--- src/rtl/nibble_serial_adder.sv ---
// Nibble-serial adder: one 4-bit slice of a+b+cin per cycle,
// with a valid/ready operand port and a held, registered result.
module nibble_serial_adder #(
    parameter int WIDTH = 16
) (
    input  logic             clk,
    input  logic             rst_n,
    input  logic             in_valid,
    output logic             in_ready,
    input  logic [WIDTH-1:0] a,
    input  logic [WIDTH-1:0] b,
    input  logic             cin,
    output logic [WIDTH-1:0] sum,
    output logic             cout,
    output logic             out_valid,
    input  logic             out_ready,
    output logic             busy
);

    localparam int NSTEPS = WIDTH / 4;
    localparam int CW = (NSTEPS > 1) ? $clog2(NSTEPS) : 1;

    localparam logic [1:0] IDLE = 2'd0;
    localparam logic [1:0] RUN  = 2'd1;
    localparam logic [1:0] DONE = 2'd2;

    logic [1:0]       state;
    logic [WIDTH-1:0] a_sh;
    logic [WIDTH-1:0] b_sh;
    logic             carry;
    logic [CW-1:0]    cnt;
    logic [4:0]       step;
    logic             last;

    assign in_ready = (state == IDLE);
    assign busy     = ~in_ready;

    assign step = {1'b0, a_sh[3:0]} + {1'b0, b_sh[3:0]} + {4'b0, carry};
    assign last = (cnt == CW'(NSTEPS - 1));

    always_ff @(posedge clk or negedge rst_n) begin
        if (!rst_n) begin
            state     <= IDLE;
            a_sh      <= '0;
            b_sh      <= '0;
            carry     <= 1'b0;
            cnt       <= '0;
            sum       <= '0;
            cout      <= 1'b0;
            out_valid <= 1'b0;
        end else begin
            case (state)
                IDLE: begin
                    if (in_valid) begin
                        a_sh  <= a;
                        b_sh  <= b;
                        carry <= cin;
                        cnt   <= '0;
                        state <= RUN;
                    end
                end
                RUN: begin
                    // Step k writes result nibble k; operands shift toward bit 0
                    sum[{cnt, 2'b00} +: 4] <= step[3:0];
                    carry <= step[4];
                    a_sh  <= a_sh >> 4;
                    b_sh  <= b_sh >> 4;
                    cnt   <= cnt + CW'(1);
                    if (last) begin
                        state     <= DONE;
                        cout      <= step[4];
                        out_valid <= 1'b1;
                    end
                end
                DONE: begin
                    if (out_ready) begin
                        state     <= IDLE;
                        out_valid <= 1'b0;
                    end
                end
                default: state <= IDLE;
            endcase
        end
    end

endmodule

--- config.mk ---
export PLATFORM = sky130hd
export DESIGN_NAME = nibble_serial_adder
export DESIGN_NICKNAME = d
export VERILOG_FILES = /design/src/rtl/nibble_serial_adder.sv
export SDC_FILE = /design/constraint.sdc
export NUM_CORES = 1
export LEC_CHECK = 0
export CAP_MARGIN = 20
export CORE_UTILIZATION = 48
export CTS_CLUSTER_DIAMETER = 50
export DETAILED_ROUTE_END_ITERATION = 8
export MAX_ROUTING_LAYER = met4
export PLACE_DENSITY = 0.74
export SKIP_CTS_REPAIR_TIMING = 1
export SYNTH_ARGS = -nofsm -noshare
export SYNTH_HDL_FRONTEND = slang
export SYNTH_SLANG_ARGS = --single-unit
--- constraint.sdc ---
create_clock -name clk -period 2.05 [get_ports clk]
set_input_delay 0.615 -clock clk [delete_from_list [all_inputs] [get_ports clk]]
set_output_delay 0.615 -clock clk [all_outputs]
set_load 0.03 [all_outputs]
# ---- Word level (Yosys, flattened, before mapping)
# Cells that the tools add are included.
dict set report word_totals {
  ff_bits 55
}
dict set report op_classes {
  muxes 16
  bitwise_logic 1
  n_eq_ne 6
  n_shift 2
  n_reduce_logical 7
  addsub 4
}
# cell n
set op_table {}
lappend op_table {{$pmux W16 S2} 2}
lappend op_table {{$mux W16} 2}
lappend op_table {{$bwmux W16} 1}
lappend op_table {{$shift A4 B6 Y16 const A} 1}
lappend op_table {{$shiftx A4 B6 Y16} 1}
lappend op_table {{$mux W2} 4}
lappend op_table {{$ne A2 B2 Y1 const B} 3}
lappend op_table {{$neg A4 Y6} 1}
lappend op_table {{$pmux W2 S3} 1}
lappend op_table {{$reduce_and A3 Y1} 2}
lappend op_table {{$add A4 B4 Y5} 1}
lappend op_table {{$add A5 B1 Y5} 1}
lappend op_table {{$eq A2 B2 Y1 const B} 2}
lappend op_table {{$pmux W1 S2} 2}
lappend op_table {{$pmux W2 S2} 1}
lappend op_table {{$reduce_and A2 Y1} 2}
lappend op_table {{$reduce_bool A2 Y1} 2}
lappend op_table {{$mux W1} 3}
lappend op_table {{$add A2 B1 Y2 const B} 1}
lappend op_table {{$eq A2 B1 Y1 const B} 1}
lappend op_table {{$logic_not A2 Y1} 1}
lappend op_table {{$not A1 Y1} 1}

# ---- Depth between registers and ports, before layout
dict set report depth {
  word_depth 4
  depth_mapped 7
  depth_no_buf 7
}

# ---- Least setup slack after synthesis
# Ideal clock, no wire load.
dict set report synth_timing {
  kind {flip-flop to output port}
  start {reg state[1]}
  end {out busy}
  required_ns 1.435
  t_arrival_ns 1.270
  path_stages_with_launch 4
  slack_ns 0.165
  cell_sequence {dfrtp_1 > buf_2 > nor2_1 > inv_1}
}
dict set report synth_between {
  elab_chain_cells 2
}
# element line
set synth_rtl {}
lappend synth_rtl {{from (decl)} 27} ;# logic [1:0] state;
lappend synth_rtl {{from (signal assigned)} 43} ;# state <= IDLE;
lappend synth_rtl {{from (signal assigned)} 59} ;# state <= RUN;
lappend synth_rtl {{from (signal assigned)} 70} ;# state <= DONE;
lappend synth_rtl {{$logic_not A2 Y1} 35} ;# assign in_ready = (state == IDLE);
lappend synth_rtl {{named net in_ready} 9} ;# output logic in_ready,
lappend synth_rtl {{$not A1 Y1} 36} ;# assign busy = ~in_ready;
lappend synth_rtl {{to (decl)} 17} ;# output logic busy
# The timed path passes the listed nets, and every way through them passes these cells.

# ---- Final worst setup path
dict set report layout_timing {
  start {reg cout}
  end {out cout}
}
# element line
set layout_lines {}
lappend layout_lines {{from (decl)} 14} ;# output logic cout,
lappend layout_lines {{from (signal assigned)} 71} ;# cout <= step[4];
# No word-level cell between the ends.

==> impl_metrics.ini <==
[setup_path]
path_cells = clkdlybuf4s50_1
path_class = reg2out
crit_buf_inv = 1
critical-path-max-stage-delay_ns = 0.69
crit_cells = 1
crit_path_start_kind = flop
crit_family = buffers and inverters
critPathMaxFanout = 2
ff2ff_path_depth = 5
crit_required_ns = 1.43
crit_arrival_ns = 1.35
critPathCaptureType = primary output
crit_path_top_delay_cell = clkdlybuf4s50_1

[routing]
wl_mm = 5.85
drt_iter0_drc = 119
route.detailed.drc = 0
antenna_left = 0
vias_per_cell = 5.22
wl_per_cell_microns = 14.6
firstDrtPassIters = 4
vias = 2100

[synth]
yosys_warnings = 0
netlist_area_sq_um = 2770
syn_avg_cell_area_sq_um = 10.1
synthArstFlopShare_pct = 100
synth_top_area_cell = dfrtp_1
synth_edf_count = 0
synth_flop_cell = dfrtp_1
yosysSeqAreaShare_pct = 49.7
syn_inst = 275
netlist_top_cells_count = dfrtp_1, a21oi_1, nand2_1
ys_ff_latch = 55
syn_nets = 323
synth_most_common_cell = dfrtp_1
synthTopCellsByArea = dfrtp_1, and3b_1, a21oi_1
ys_types = 29
yosys.area.top_type_share_pct = 49.7

[timing]
finalCriticalPeriod_ns = 1.96
worst_slew_pin_slew_ns = 0.519
finClkSkew_ns = 0.00494
slew_viol_final = 0
setup_slack_ns = 0.0854
post-route-period-util_pct = 95.8
rsz0062_at_grt = no
fmax_mhz = 509
maxSlewHeadroom_pct = 65.4
hold_slack_ns = 0.278
finalHoldViolations = 0
setup-violations-final = 0

[power]
peakVddDrop_mv = 1.25
leakage_nw = 1.66
p_per_area_nw_per_um2 = 1410

[die]
initial_core_util_pct = 50.0
num_rows = 27
die_h_microns = 78.0
dieArea_sq_um = 6080
die_x_microns = 78.0
core_sq_um = 5540
io_pins = 57

[placed_design]
dpl.hpwl_mm = 4.12
gp_congestion = 0.807
place_inst = 395
post-place-ws_ns = 0.157
port_buffers = 56

[layout]
diodes = 0
layout.cells.non_filler = 402
n_fill_cell = 492
drive_gt1_share_pct = 8.18
final_nets = 378
ff_latch_area_sq_um = 1380
multi_input_area_sq_um = 1260
areaGrowthSynthToFinish_pct = 26.6

[status]
outcome = complete, no violations

[clocking]
worstSkewPairLatency_ns = 0.30
cts.sinks = 55
cts_buffers = 5
clk_pin_slew_ns = 0.09
cts_max_path_buffers = 2
h-tree-depth = 2
cts_tree = done
root_buffer = clkbuf_8

[global_routing]
grt_max_degree = 63
grt_pass1_wl_mm = 10.3
first_global_vias = 2089
grt_antenna_before_repair = 0
overflow = 0
grt_usage_pct = 22.3

[hold_path]
min_path_type = in2async

[run]
drv_cap = 0
metal layers:
metal  track usage [%]  wire (microns)  vias up
li1                  -               -     1067
met1              31.1            2830      986
met2              33.9            2780       42
met3              3.88             182        5
met4              5.56              57        0
met5                 -               0        -
cell type report:
type / count / share of cell area, %
flip-flops and latches: 55 / 39.2
repair buffers: 67 / 18.6
clock inverters: 1 / 0.143
inverters: 11 / 1.18
clock buffers: 6 / 2.35
multi-input cells: 190 / 35.9
well taps: 72 / 2.57
flip-flops by register name (all words and copies together) (netlist names):
name / cells
cnt: 2
a_sh: 16
sum: 16
b_sh: 16
out_valid: 1
cout: 1
state: 2
carry: 1
cell families after synthesis:
family	share of synthesized area (%)
and+or+nand+nor	19.1
xor gates and xnor gates	0.632
AOI/OAI and AO/OA	19.8
DFF	49.7
buffers and inverters	4.88
adders and majority gates	5.51
muxes	0.361
metrics by stage:
step	util, %	total power, mW	TNS (ns)	area [sq um]
2_1_floorplan	-	3.53	0	2770
3_3_place_gp	61.7	4.30	0	3420
3_5_place_dp	61.7	4.38	0	3420
4_1_cts	63.2	4.99	-0.104	3500
5_1_grt	63.3	5.34	0	3510
6_report	63.3	4.96	0	3510
cell usage in the layout, fill, tap and decap left out, types with 9 or more instances in the layout:
cell type	instances
clkdlybuf4s50_1	52
dfrtp_1	55
buf_4	11
a22o_1	18
and3b_1	25
nor2b_1	9
o21ai_0	33
a21oi_1	36
inv_1	11
ha_1	9
nand2_1	35
final timing paths:
| kind | slack (ns) | start | to |
|---|---|---|---|
| setup / recovery | 0.09 | cout$_DFFE_PN0P_ | cout |
| hold / removal | 0.28 | rst_n | sum[6]$_DFFE_PN0P_ |
| setup reg to reg | 0.21 | state[0]$_DFFE_PN0P_ | sum[3]$_DFFE_PN0P_ |
| hold reg to reg | 0.49 | b_sh[5]$_DFFE_PN0P_ | b_sh[5]$_DFFE_PN0P_ |
| max in group asynchronous | 1.51 | rst_n | sum[7]$_DFFE_PN0P_ |
| min in group clk | 0.49 | b_sh[5]$_DFFE_PN0P_ | b_sh[5]$_DFFE_PN0P_ |
where the power goes:
part | switching, mW | leakage, nW | total, mW | internal (mW)
registers | 0.255 | 0.722 | 1.75 | 1.49
logic | 1.51 | 0.894 | 2.61 | 1.10
clock network | 0.336 | 0.0470 | 0.602 | 0.266
total | 2.10 | 1.66 | 4.96 | 2.86
Power figures use the tool's default switching activity.
